--- src/rtl/adat_tx.sv ---
// adat_tx -- ADAT lightpipe transmitter.
//
// Accepts whole audio frames over a valid/ready handshake into a one-deep
// holding register and serialises them as 256-bit NRZI-encoded ADAT frames.
// One ADAT bit is emitted per ce strobe.
//
// Parameters:
//   SAMPLE_W  sample width 1..24, left-justified into the 24-bit slot
//   CHANNELS  populated channels 1..8, remaining slots carry zero
//
// Ports:
//   clk            system clock (>= 12.288 MHz)
//   rst            synchronous active-high reset
//   ce             bit strobe, one pulse per ADAT bit
//   frame_valid    frame offered on frame_data/frame_user
//   frame_ready    holding register empty (registered)
//   frame_data     CHANNELS*SAMPLE_W signed samples, channel c at [c*SAMPLE_W +: SAMPLE_W]
//   frame_user     {timecode, midi, smux}
//   adat_bitstream NRZI line output
//   frame_start    pulse in the clk where bit 0 of a frame appears on the line
//   underrun       pulse with frame_start when no frame was held at load time
//
// Build option:
//   ADAT_TX_MUTE_ON_UNDERRUN_EN  when defined, an underrun frame carries zero
//   audio and user bits; otherwise the last transmitted frame is repeated.

module adat_tx #(
  parameter int SAMPLE_W = 24,
  parameter int CHANNELS = 8
) (
  input  logic                         clk,
  input  logic                         rst,
  input  logic                         ce,
  input  logic                         frame_valid,
  output logic                         frame_ready,
  input  logic [CHANNELS*SAMPLE_W-1:0] frame_data,
  input  logic [2:0]                   frame_user,
  output logic                         adat_bitstream,
  output logic                         frame_start,
  output logic                         underrun
);

  localparam int DATA_W = CHANNELS * SAMPLE_W;

  logic [DATA_W-1:0] hold_data_q;
  logic [2:0]        hold_user_q;
  logic              hold_full_q, hold_full_d;
  logic              ready_q;
  logic [7:0]        cnt_q;
  // Audio/user of the frame on the line; doubles as the repeat buffer.
  logic [191:0]      slots_q;
  logic [2:0]        user_q;
  logic              line_q, start_q, underrun_q;

  logic [191:0]      hold_slots;
  logic [255:0]      raw;
  logic              load, handshake;

  assign load      = ce && (cnt_q == 8'd0);
  assign handshake = frame_valid && ready_q;

  // Left-justify each held sample into its 24-bit slot; empty slots are zero.
  for (genvar gi = 0; gi < 8; gi++) begin : g_slot
    if (gi < CHANNELS) begin : g_pop
      if (SAMPLE_W == 24) begin : g_full
        assign hold_slots[gi*24 +: 24] = hold_data_q[gi*SAMPLE_W +: SAMPLE_W];
      end else begin : g_pad
        assign hold_slots[gi*24 +: 24] =
          {hold_data_q[gi*SAMPLE_W +: SAMPLE_W], {(24-SAMPLE_W){1'b0}}};
      end
    end else begin : g_empty
      assign hold_slots[gi*24 +: 24] = 24'd0;
    end
  end

  // Raw frame image indexed by bit position. Bit 0 is always 1, so the
  // load cycle can emit it before slots_q holds the new frame.
  assign raw[0]     = 1'b1;
  assign raw[10:1]  = 10'd0;
  assign raw[11]    = 1'b1;
  assign raw[12]    = user_q[2];
  assign raw[13]    = user_q[1];
  assign raw[14]    = user_q[0];
  assign raw[15]    = 1'b0;

  // 48 nibble groups (8 channels x 6 nibbles, MSB nibble first), each a
  // sync 1 followed by the nibble MSB-first.
  for (genvar gi = 0; gi < 48; gi++) begin : g_nib
    localparam int CH  = gi / 6;
    localparam int NIB = gi % 6;
    assign raw[16 + gi*5] = 1'b1;
    for (genvar bj = 0; bj < 4; bj++) begin : g_bit
      assign raw[16 + gi*5 + 1 + bj] = slots_q[CH*24 + 23 - NIB*4 - bj];
    end
  end

  // A handshake can only happen while the register is empty, so it never
  // collides with a load consuming held data.
  always_comb begin
    hold_full_d = hold_full_q;
    if (load)      hold_full_d = 1'b0;
    if (handshake) hold_full_d = 1'b1;
  end

  always_ff @(posedge clk) begin
    if (rst) begin
      hold_data_q <= '0;
      hold_user_q <= '0;
      hold_full_q <= 1'b0;
      ready_q     <= 1'b1;
      cnt_q       <= 8'd0;
      slots_q     <= '0;
      user_q      <= '0;
      line_q      <= 1'b0;
      start_q     <= 1'b0;
      underrun_q  <= 1'b0;
    end else begin
      hold_full_q <= hold_full_d;
      ready_q     <= ~hold_full_d;
      if (handshake) begin
        hold_data_q <= frame_data;
        hold_user_q <= frame_user;
      end
      start_q    <= load;
      underrun_q <= load && !hold_full_q;
      if (ce) begin
        line_q <= line_q ^ raw[cnt_q];
        cnt_q  <= cnt_q + 8'd1;
      end
      if (load) begin
        if (hold_full_q) begin
          slots_q <= hold_slots;
          user_q  <= hold_user_q;
        end
`ifdef ADAT_TX_MUTE_ON_UNDERRUN_EN
        else begin
          slots_q <= '0;
          user_q  <= '0;
        end
`endif
      end
    end
  end

  assign frame_ready    = ready_q;
  assign adat_bitstream = line_q;
  assign frame_start    = start_q;
  assign underrun       = underrun_q;

endmodule

--- config.mk ---
export PLATFORM = sky130hd
export DESIGN_NAME = adat_tx
export DESIGN_NICKNAME = d
export VERILOG_FILES = /design/src/rtl/adat_tx.sv
export SDC_FILE = /design/constraint.sdc
export NUM_CORES = 1
export LEC_CHECK = 0
export ABC_AREA = 1
export BUFFER_PORTS_ARGS = -buffer_cell sky130_fd_sc_hd__buf_2
export CORE_MARGIN = 8
export CORE_UTILIZATION = 45
export CTS_BUF_LIST = sky130_fd_sc_hd__clkbuf_16
export DETAILED_ROUTE_END_ITERATION = 10
export GPL_TIMING_DRIVEN = 0
export SYNTH_ARGS = -nofsm -noshare
export SYNTH_HDL_FRONTEND = slang
export SYNTH_SLANG_ARGS = --single-unit
--- constraint.sdc ---
create_clock -name clk -period 4.6 [get_ports clk]
set_clock_uncertainty 0.15 [all_clocks]
set_input_delay 0.23 -clock clk [delete_from_list [all_inputs] [get_ports clk]]
set_output_delay 0.23 -clock clk [all_outputs]
set_load 0.02 [all_outputs]
## Word level (Yosys, flattened, before mapping)

Cells that the tools add are included.

- Flip-flop bits (word level): 403
- Output and inout bits: 4
- Bits of input ports: 199
- Word-level logic and storage cells: 24

- Muxes and demuxes: 4
- Bitwise gates (word level): 2
- Magnitude comparators: 1
- Reduce and logical (&&, ||, !) cells: 6
- $add $sub $neg: 1

Operators with widths:

| operator | count |
|---|---|
| 8-bit by 9-bit < comparator with 1-bit output (second input constant) | 1 |
| 8-bit by 1-bit adder with 8-bit output (second input constant) | 1 |
| 1-bit binary-select mux with 8-bit select | 1 |
| 8-bit zero test | 1 |
| 1-bit logical AND | 3 |
| 1-bit 2-to-1 mux | 3 |
| 2-bit AND reduction | 1 |
| 1-bit zero test | 1 |
| 1-bit inverter | 1 |
| 1-bit XOR | 1 |

## Logic depth before layout (Yosys ltp)

- Word-level depth: 5
- Mapped depth: 17
- Depth with buffers taken out: 15

## Worst setup path before layout

OpenSTA, ideal clock, no wires.

- Path kind: register to register
- Start point: register cnt_q[0]
- End point: register slots_q[17]
- Data required time: 4.318 ns
- Arrival: 1.861 ns
- Cell stages (with the launch flop): 15
- Period minus slack after synthesis: 2.143 ns
- Path buffers: 5
- Slack: 2.457 ns
- Library setup time: 0.132 ns
- Path through: dfxtp_1 -> buf_4 -> inv_2 -> buf_6 -> buf_4 -> ha_1 -> nand3_1 -> nor3_1 -> nand2_1 -> inv_1 -> nand2_2 -> buf_2 -> buf_2 -> nand2_1 -> a21oi_1

- Longest elaborated chain between the ends: 3

RTL lines:

| element | line | text |
|---|---|---|
| start, declared | 49 | `logic [7:0] cnt_q;` |
| start signal, assigned | 128 | `cnt_q <= cnt_q + 8'd1;` |
| 8-bit zero test | 59 | `assign load = ce && (cnt_q == 8'd0);` |
| 1-bit logical AND | 59 |  |
| 2-bit AND reduction (no source line) | n/a |  |
| end signal, assigned | 132 | `slots_q <= hold_slots;` |
| end, declared | 51 | `logic [191:0] slots_q;` |

Every way passes these cells.
A chain may end at the register's enable or synchronous reset.

## Final worst setup path

- Start point: register cnt_q[1]
- End point: register slots_q[148]

Same word-level chain as after synthesis.

==> impl_metrics.csv <==
group,metric,value,unit
critical_path,crit_arrival,3370,ps
synthesis,synthAdderAreaFrac,0.1553,%
synthesis,synthTopCellsByCount,"nor2_1, dfxtp_1, nand2_1",
synthesis,syn_area_per_cell,7.229,sq um
grt,antenna_found_initial,1,
layout,fillerInstances,3388,
timing,slew-limit-headroom,24.11,%
power_and_ir_drop,p_total,8.263,mW
drt,vias,16330,
drt,drt-total-wl,55.37,mm
synthesis,synthFlopType,"dfxtp_1",
grt,grt_start_max_net_pins,15,
power_and_ir_drop,power.leakage,8.383,nW
power_and_ir_drop,ir_drop,0.0002709,V
synthesis,ys.warnings.count,0,
synthesis,synthCells,2229,
floorplanning,fp.dieH,205.2,um
power_and_ir_drop,cellPowerDensity,392.8,mW/mm^2
floorplanning,pin_count,203,
drt,drcViolationCount,0,
layout,syn_to_final_growth,30.54,%
clock_tree,clk_pin_slew,70,ps
placement,dp_hpwl,38.26,mm
timing,finalSetupViolCount,0,
timing,period_needed,3097,ps
floorplanning,dieWidth,205.2,um
grt,grt_pass1_wl,85.34,mm
placement,port-buffer-count,201,
layout,diodes,0,
layout,num-nets-final,2871,
clock_tree,clk_path_buf_depth,3,
synthesis,synthMuxAreaShare,0,%
placement,placed_area,0.01770,sq mm
clock_tree,cts_setup_buffers,0,
clock_tree,cts.sinks,403,
drt,first_pass_iters,5,
synthesis,synth_compound_area_share,16.45,%
outcome,status,"completed",
drt,wl_per_cell,17.50,um
critical_path,worstSetupPathType,"reg -> reg",
critical_path,critPathCaptureType,"flop",
layout,multi_input_area,0.006932,sq mm
synthesis,synth_most_common_cell,"nor2_1",
synthesis,synth_top_family_by_area,"simple AND/OR/NAND/NOR gates",
layout,layout-drive-gt1-share,12.39,%
synthesis,async_reset_ff_share,0,%
placement,place_congestion,0.9336,
timing,fmax,322.9,MHz
timing,tns,0,ps
synthesis,yosys.area.top_type,"dfxtp_1",
timing,final_hold_viol_count,0,
floorplanning,initial_utilization,45.52,%
worst_hold_path,worstHoldPathType,"reg -> reg",
timing,worst_pin_slew,1138,ps
synthesis,synth_top_cell_area_share,50.07,%
floorplanning,core-area,0.03540,sq mm
synthesis,synth_xor_area_share,0.05436,%
timing,drv_slew,0,
grt,grt_util_all_layers,25.48,%
run,cap_violations,0,
synthesis,synth_area,0.01611,sq mm
synthesis,mappedNetlistNets,2430,
critical_path,crit_required,4870,ps
synthesis,synth_edf_count,0,
synthesis,synth_cell_type_count,27,
clock_tree,cts_tree,"yes",
drt,viasPerCell,5.162,
synthesis,ys_seq_area_share,50.07,%
drt,ant_nets,0,
clock_tree,htree_num_levels,2,
timing,post-route-period-util,67.32,%
drt,first_iter_violations,1275,
layout,final_area,0.02103,sq mm
critical_path,start_kind,"flop",
clock_tree,numCtsBuffers,42,
synthesis,ys_ff_latch,403,
clock_tree,clk_latency,540,ps
floorplanning,num_rows,69,
timing,timing.hold.ws,300.7,ps
timing,rsz0062_at_grt,"no",
synthesis,synth_area_leaders,"dfxtp_1, nor2_1, o21ai_0",
grt,grt-ovfl-total,0,
clock_tree,cts-root-buf,"clkbuf_16",
grt,grt_pass1_vias,15690,
layout,register_area,0.008068,sq mm
critical_path,cp_max_fo,10,
floorplanning,dieArea,0.04212,sq mm
synthesis,synth-simple-area-share,26.36,%
-- cell usage in the layout (no fill, tap or decap), types with 10 or more instances in the layout --
master         synthesis  final
nor2_1               410    410
o211ai_1              10     10
clkbuf_1             116    116
buf_2                 56    257
o21ai_0              274    274
nand2_1              349    349
a21oi_1              225    225
clkinv_1               1     11
clkbuf_16              0     45
inv_1                 76     81
clkinv_2               0     10
dlygate4sd3_1          0    196
dfxtp_1              403    403
nand3_1              262    262
-- per-layer routing --
metal / track usage, % / vias up / wire length [um]
met2: 40.28 / 562 / 24230
met5: 0 / - / 13
met1: 34.90 / 7421 / 25170
met4: 9.701 / 2 / 2042
li1: - / 8223 / -
met3: 3.700 / 126 / 3907
-- cells by family (layout without fill, tap and decap cells) --
logic type | count (synthesis) | in the layout
AOI/OAI and AO/OA | 523 | 523
xor gates and xnor gates | 1 | 1
adders and majority gates | 2 | 2
buffers and inverters | 265 | 739
DFF | 403 | 403
and+or+nand+nor | 1035 | 1035
-- worst paths after layout --
| check | from | cells after the start | endpoint | slack, ps |
|---|---|---|---|---|
| hold reg to reg | slots_q[0]$_SDFFE_PP0P_ | 2 | slots_q[0]$_SDFFE_PP0P_ | 300 |
| setup reg to reg | cnt_q[1]$_SDFFE_PP0P_ | 12 | slots_q[148]$_SDFFE_PP0P_ | 1500 |
| setup / recovery | cnt_q[1]$_SDFFE_PP0P_ | 12 | slots_q[148]$_SDFFE_PP0P_ | 1500 |
| hold / removal | slots_q[0]$_SDFFE_PP0P_ | 2 | slots_q[0]$_SDFFE_PP0P_ | 300 |
-- state kept, by name, indices dropped and copies added (netlist names), 3 cells and up --
name / count
user_q: 3
slots_q: 192
hold_user_q: 3
cnt_q: 8
hold_data_q: 192
-- per-stage QoR --
step	std cells	utilization (%)	setup WS [ps]
2_1_floorplan	2229	-	2457
3_3_place_gp	2891	49.99	1640
3_5_place_dp	2891	49.99	1607
4_1_cts	3164	59.42	1575
5_1_grt	3164	59.42	1332
6_report	3164	59.42	1503
-- report_power, final --
| part | internal, mW | switching, mW |
|---|---|---|
| logic | 0.413 | 0.650 |
| registers | 3.69 | 0.118 |
| clock network | 1.99 | 1.40 |
-- worst max-delay path: stages, from the launching register on --
cell and delay, ps:
dfxtp_1 360, inv_2 90, buf_4 210, buf_2 370, ha_1 210, nand3_1 100, nor3_1 150, nand2_1 170
inv_1 150, nand2_2 220, clkbuf_1 320, o21ai_0 370, a21oi_1 70
-- area by class of cell --
class,instances,share of cell area (%)
Timing Repair Buffer,397,14.11
Clock inverter,32,1.190
Sequential cell,403,38.36
Multi-Input combinational cell,1561,32.95
Clock buffer,45,5.354
Tap cell,461,2.742
Buffer,184,3.849
Inverter,81,1.445
-- repair_timing --
item                                   in CTS  in global routing
hold buffers                              196                  0
endpoints found under the hold margin     199                  0
gates resized for setup                     0                  0
(Power assumes the default switching activity.)
